<file path="config.mk">
export PLATFORM = sky130hd
export DESIGN_NAME = line_fill_arbiter
export DESIGN_NICKNAME = d
export VERILOG_FILES = /design/src/rtl/line_fill_arbiter.sv
export SDC_FILE = /design/constraint.sdc
export NUM_CORES = 1
export LEC_CHECK = 0
export BUFFER_PORTS_ARGS = -buffer_cell sky130_fd_sc_hd__buf_2
export CORE_AREA = 2 2 93 95
export CTS_CLUSTER_DIAMETER = 150
export DETAILED_ROUTE_END_ITERATION = 12
export DIE_AREA = 0 0 95 97
export HOLD_SLACK_MARGIN = 0.12
export MAX_ROUTING_LAYER = met4
export PLACE_DENSITY = 0.7
export SETUP_SLACK_MARGIN = 0.4
export SYNTH_ARGS = -nofsm -noshare
export SYNTH_HDL_FRONTEND = slang
export SYNTH_SLANG_ARGS = --single-unit
export TNS_END_PERCENT = 20
</file>
<file path="constraint.sdc">
create_clock -name clk -period 2.4 [get_ports clk]
set_clock_uncertainty 0.1 [all_clocks]
set_input_delay 0.48 -clock clk [delete_from_list [all_inputs] [get_ports clk]]
set_output_delay 0.48 -clock clk [all_outputs]
set_load 0.02 [all_outputs]
</file>
<file path="src/rtl/line_fill_arbiter.sv">
// line_fill_arbiter: shares one main-memory req/ack port between the I-cache
// refill path and the D-cache refill/writeback path. Whole lines are granted
// round-robin and then sequenced one word per handshake.
// Optional build macro: LINE_FILL_ARBITER_TIMEOUT_EN adds a per-beat ack
// watchdog and the sticky err output.
module line_fill_arbiter #(
    parameter int ADDR_W         = 32,
    parameter int WORDS_PER_LINE = 8,
    parameter int TIMEOUT_CYCLES = 64,
    localparam int BEAT_W        = $clog2(WORDS_PER_LINE)
) (
    input  logic              clk,
    input  logic              rst_n,
    input  logic              ic_req,
    input  logic [ADDR_W-1:0] ic_addr,
    output logic              ic_gnt,
    output logic              ic_rvalid,
    output logic              ic_done,
    input  logic              dc_req,
    input  logic              dc_we,
    input  logic [ADDR_W-1:0] dc_addr,
    input  logic [31:0]       dc_wdata,
    output logic              dc_gnt,
    output logic              dc_rvalid,
    output logic              dc_wready,
    output logic              dc_done,
    output logic [31:0]       rdata,
    output logic [BEAT_W-1:0] beat_idx,
    output logic              mm_req,
    output logic              mm_we,
    output logic [ADDR_W-1:0] mm_addr,
    output logic [31:0]       mm_wdata,
    input  logic              mm_ack,
    input  logic [31:0]       mm_rdata
`ifdef LINE_FILL_ARBITER_TIMEOUT_EN
    ,
    output logic              err
`endif
);

    localparam int OFF_W = BEAT_W + 2;
    localparam logic [BEAT_W-1:0] LAST_BEAT = BEAT_W'(WORDS_PER_LINE - 1);

    localparam logic [1:0] IDLE  = 2'd0;
    localparam logic [1:0] BURST = 2'd1;
    localparam logic [1:0] DONE  = 2'd2;

    // Owner encoding: index into the per-requester output vectors
    localparam logic OWN_IC = 1'b0;
    localparam logic OWN_DC = 1'b1;

    logic [1:0]              state_reg;
    logic                    owner_reg;
    logic                    last_owner_reg;
    logic                    we_reg;
    logic [ADDR_W-OFF_W-1:0] base_reg;
    logic [BEAT_W-1:0]       beat_reg;
    logic                    pick_dc_next;
    logic                    timeout_hit;
    logic                    in_burst;

    logic [1:0] gnt_vec;
    logic [1:0] done_vec;
    logic [1:0] rvalid_vec;

    assign in_burst = (state_reg == BURST);

    // Round-robin choice: the D-cache wins alone, or on a tie when the I-cache had the last line
    always_comb begin
        pick_dc_next = dc_req && (!ic_req || (last_owner_reg == OWN_IC));
    end

    // Main FSM: grant a line, step through its beats, then one DONE cycle
    always_ff @(posedge clk) begin
        if (!rst_n) begin
            state_reg      <= IDLE;
            owner_reg      <= OWN_IC;
            last_owner_reg <= OWN_DC;
            we_reg         <= 1'b0;
            base_reg       <= '0;
            beat_reg       <= '0;
        end else begin
            case (state_reg)
                IDLE: begin
                    if (ic_req || dc_req) begin
                        owner_reg <= pick_dc_next;
                        we_reg    <= pick_dc_next & dc_we;
                        base_reg  <= pick_dc_next ? dc_addr[ADDR_W-1:OFF_W]
                                                  : ic_addr[ADDR_W-1:OFF_W];
                        beat_reg  <= '0;
                        state_reg <= BURST;
                    end
                end
                BURST: begin
                    if (mm_ack) begin
                        beat_reg <= beat_reg + 1'b1;
                        if (beat_reg == LAST_BEAT) begin
                            state_reg <= DONE;
                        end
                    end else if (timeout_hit) begin
                        beat_reg  <= '0;
                        state_reg <= DONE;
                    end
                end
                DONE: begin
                    last_owner_reg <= owner_reg;
                    state_reg      <= IDLE;
                end
                default: state_reg <= IDLE;
            endcase
        end
    end

`ifdef LINE_FILL_ARBITER_TIMEOUT_EN
    localparam int CNT_W = (TIMEOUT_CYCLES > 1) ? $clog2(TIMEOUT_CYCLES) : 1;

    logic [CNT_W-1:0] wait_cnt_reg;
    logic             err_reg;

    assign timeout_hit = in_burst && !mm_ack &&
                         (wait_cnt_reg == CNT_W'(TIMEOUT_CYCLES - 1));
    assign err = err_reg;

    // Beat watchdog: counts ack-less burst cycles, held at zero outside BURST
    always_ff @(posedge clk) begin
        if (!rst_n) begin
            wait_cnt_reg <= '0;
            err_reg      <= 1'b0;
        end else if (!in_burst || mm_ack) begin
            wait_cnt_reg <= '0;
        end else if (timeout_hit) begin
            wait_cnt_reg <= '0;
            err_reg      <= 1'b1;
        end else begin
            wait_cnt_reg <= wait_cnt_reg + 1'b1;
        end
    end

    logic unused_ok;
    assign unused_ok = ^{ic_addr[OFF_W-1:0], dc_addr[OFF_W-1:0]};
`else
    assign timeout_hit = 1'b0;

    logic unused_ok;
    assign unused_ok = ^{ic_addr[OFF_W-1:0], dc_addr[OFF_W-1:0], (TIMEOUT_CYCLES != 0)};
`endif

    // Per-requester grant, read-valid and done decode; only the owner can see any of them
    for (genvar gi = 0; gi < 2; gi++) begin : g_req
        assign gnt_vec[gi]    = in_burst && (owner_reg == 1'(gi));
        assign done_vec[gi]   = (state_reg == DONE) && (owner_reg == 1'(gi));
        assign rvalid_vec[gi] = gnt_vec[gi] && !we_reg && mm_ack;
    end

    assign ic_gnt    = gnt_vec[OWN_IC];
    assign dc_gnt    = gnt_vec[OWN_DC];
    assign ic_done   = done_vec[OWN_IC];
    assign dc_done   = done_vec[OWN_DC];
    assign ic_rvalid = rvalid_vec[OWN_IC];
    assign dc_rvalid = rvalid_vec[OWN_DC];
    assign dc_wready = gnt_vec[OWN_DC] && we_reg && mm_ack;

    assign rdata     = mm_rdata;
    assign mm_wdata  = dc_wdata;
    assign beat_idx  = beat_reg;
    assign mm_req    = in_burst;
    assign mm_we     = in_burst && we_reg;
    assign mm_addr   = {base_reg, beat_reg, 2'b00};

endmodule

</file>
==> results.txt <==
Status: finished clean
Mapped Cells: 276
Pin count of the biggest net entering global routing: 29
Cell area after synthesis: 2270 um2
DR iter-0 viols: 52
Routed via count: 1,943
CP Class: reg -> out
Initial Utilization: 27.9%
Final routed wire length divided by cell count: 13.8 um
Layout cells sized above 1: 42.5%
#FFs+latches synth: 35
Drt drc: 0
Post-synth EDFFs: 0
Slew Viols, Final: 0
RSZ-0062 raised after global routing: no
Buffer levels on the longest clock path: 2
CTS root buf: clkbuf_8
Vias per std cell: 4.70
RR Endpoint: base_reg[23]
Crit share post-route: 76.9%
Sequential fraction of the synthesis area: 30.9%
Post-CTS Setup Inserts: 0
H-tree depth: 2
Reg2reg setup slack: 810 ps
Final Wtd Congestion: 0.659
Max-Cap Viols: 0
Fraction of registers with async set/reset: 0%
Worst endpoint data arrival time: 1270 ps
R2R cell count: 3
Slew @ Worst Pin: 1040 ps
DR pass1 iterations: 4
Die area: 9220 um2
Die Span Y: 97 um
Placement Rows: 33
Post-cts resize count: 0
Post-Place Worst Slack: 281 ps
Global-route wire length before repair: 8870 um
Antenna cells: 0
CTS Hold Bufs: 0
Flip-flop and latch area: 701 um2
GRT Overall Usage: 12.4%
CTS tree: done
Hold Path Origin: ic_addr[20]
Clock Latency Late Sink: 280 ps
# setup viols final: 0
Core box area: 8130 um2
Most common cell after layout, fill and taps aside: buf_2
Power per Cell Area: 622 nW/um2
Die span in x: 95 um
Min-delay worst type: in -> reg
Post-synthesis cell type count: 29
Io pins: 242
Initial antenna violation count: 0
Filler cell count: 901
RR Startpoint: state_reg[0]
Ys Warns: 0
Final min period: 1850 ps
Hold path depth: 3
Port bufs: 101
Num CTS Buffers: 5
Slew headroom: 30.6%
Routed WL: 5690 um
Multi-input logic area: 913 um2
Commonest non-fill, non-tap cells in the layout: buf_2, nand2_1, dfxtp_1, a21oi_1, a311oi_1
Lkg Pwr: 1.15 nW
Crit path max fanout: 5
Most common flop cell mapped by yosys: dfxtp_1
Worst vdd ir: 235 uV
Vias in the first global route: 1,802
Largest register FFs: 27
Routed Antenna Nets: 0
Final WS setup: 555 ps
Overflow after GRT: 0
Syn_area_per_cell: 8.21 um2
Clock Sinks: 35
TNS Setup: 0 ps
Fmax: 542 MHz
Worst Hold End: base_reg[15]
Final hold viol count: 0
Clk pin slew, worst setup/hold paths: 70 ps
Worst Path Required: 1820 ps
Detailed Place HPWL: 4230 um
Crit path capture type: output pin
Nets: 443
Area Growth Syn to Fin: 7.62%
Critical path startpoint category: register
through the flow:
step / hold WS (ps) / cells / utilization, % / instance area [um2] / power (mW)
6_report: 356 / 413 / 30.0 / 2440 / 1.52
5_1_grt: 342 / 413 / 30.0 / 2440 / 1.61
3_5_place_dp: 400 / 404 / 28.7 / 2330 / 1.06
4_1_cts: 339 / 412 / 29.9 / 2430 / 1.55
2_1_floorplan: 385 / 277 / - / 2270 / 1.08
3_3_place_gp: 386 / 404 / 28.7 / 2330 / 1.05
critical path, cell delays in order (launching register included):
cell and delay (ps):
dfxtp_1 390, nand2b_1 230, inv_1 70, and2_1 150
buf_2 150
final cells by class:
| type | count | share of cell area [%] |
|---|---|---|
| Clock buffer | 8 | 4.10 |
| Inverter | 4 | 0.616 |
| Timing Repair Buffer | 109 | 23.7 |
| Sequential cell | 35 | 28.7 |
| Tap cell | 105 | 5.39 |
| Multi-Input combinational cell | 152 | 37.5 |
synthesized netlist by cell type (2+ instances only):
| cell | number | area share (%) |
|---|---|---|
| a21oi_1 | 30 | 6.6 |
| a311oi_1 | 17 | 6.6 |
| a311oi_2 | 10 | 6.6 |
| buf_2 | 4 | 0.88 |
| buf_4 | 72 | 24 |
| buf_6 | 6 | 3.0 |
| clkbuf_1 | 4 | 0.66 |
| dfxtp_1 | 35 | 31 |
| ha_1 | 2 | 1.1 |
| inv_1 | 4 | 0.66 |
| nand2_1 | 60 | 9.9 |
| nand2b_1 | 3 | 0.83 |
| nand3_1 | 2 | 0.44 |
| nor2_1 | 6 | 0.99 |
| nor3_1 | 3 | 0.66 |
| o21ai_0 | 3 | 0.66 |
| o22ai_1 | 3 | 0.83 |
worst max path at each step:
| stage | startpoint | to | slack, ps | cells after the start |
|---|---|---|---|---|
| CTS | state_reg[1] | dc_wready | 470 | 3 |
| detailed placement | ic_req | base_reg[23] | 280 | 4 |
| finish | state_reg[1] | mm_we | 550 | 4 |
| global placement | ic_req | base_reg[14] | 300 | 4 |
| floorplan | mm_ack | dc_rvalid | 690 | 2 |
| global route | ic_req | base_reg[14] | 410 | 4 |
where the power goes:
part | internal (mW) | total, mW | switching [mW] | leakage [nW]
sequential | 0.632 | 0.660 | 0.0276 | 0.290
clock | 0.262 | 0.471 | 0.209 | 0.0515
combinational | 0.151 | 0.388 | 0.236 | 0.806
cells by family (layout without fill, tap and decap cells):
logic type      count (synthesis)  after routing  share of synthesized area (%)
fa+ha+maj                       2              2                           1.10
compound gates                 67             67                           23.3
other cells                     1              2                          0.165
flops                          35             35                           30.9
buf+inv                        90            121                           29.0
simple gates                   81             81                           15.5
routing by layer:
metal | global-route usage [%] | wire, um | vias to the layer above
met5 | - | 0 | -
met1 | 14.2 | 2340 | 902
li1 | - | - | 935
met3 | 2.96 | 479 | 16
met2 | 20.3 | 2760 | 90
met4 | 5.57 | 103 | 0
Note: power is estimated with default switching activity, not from simulation.
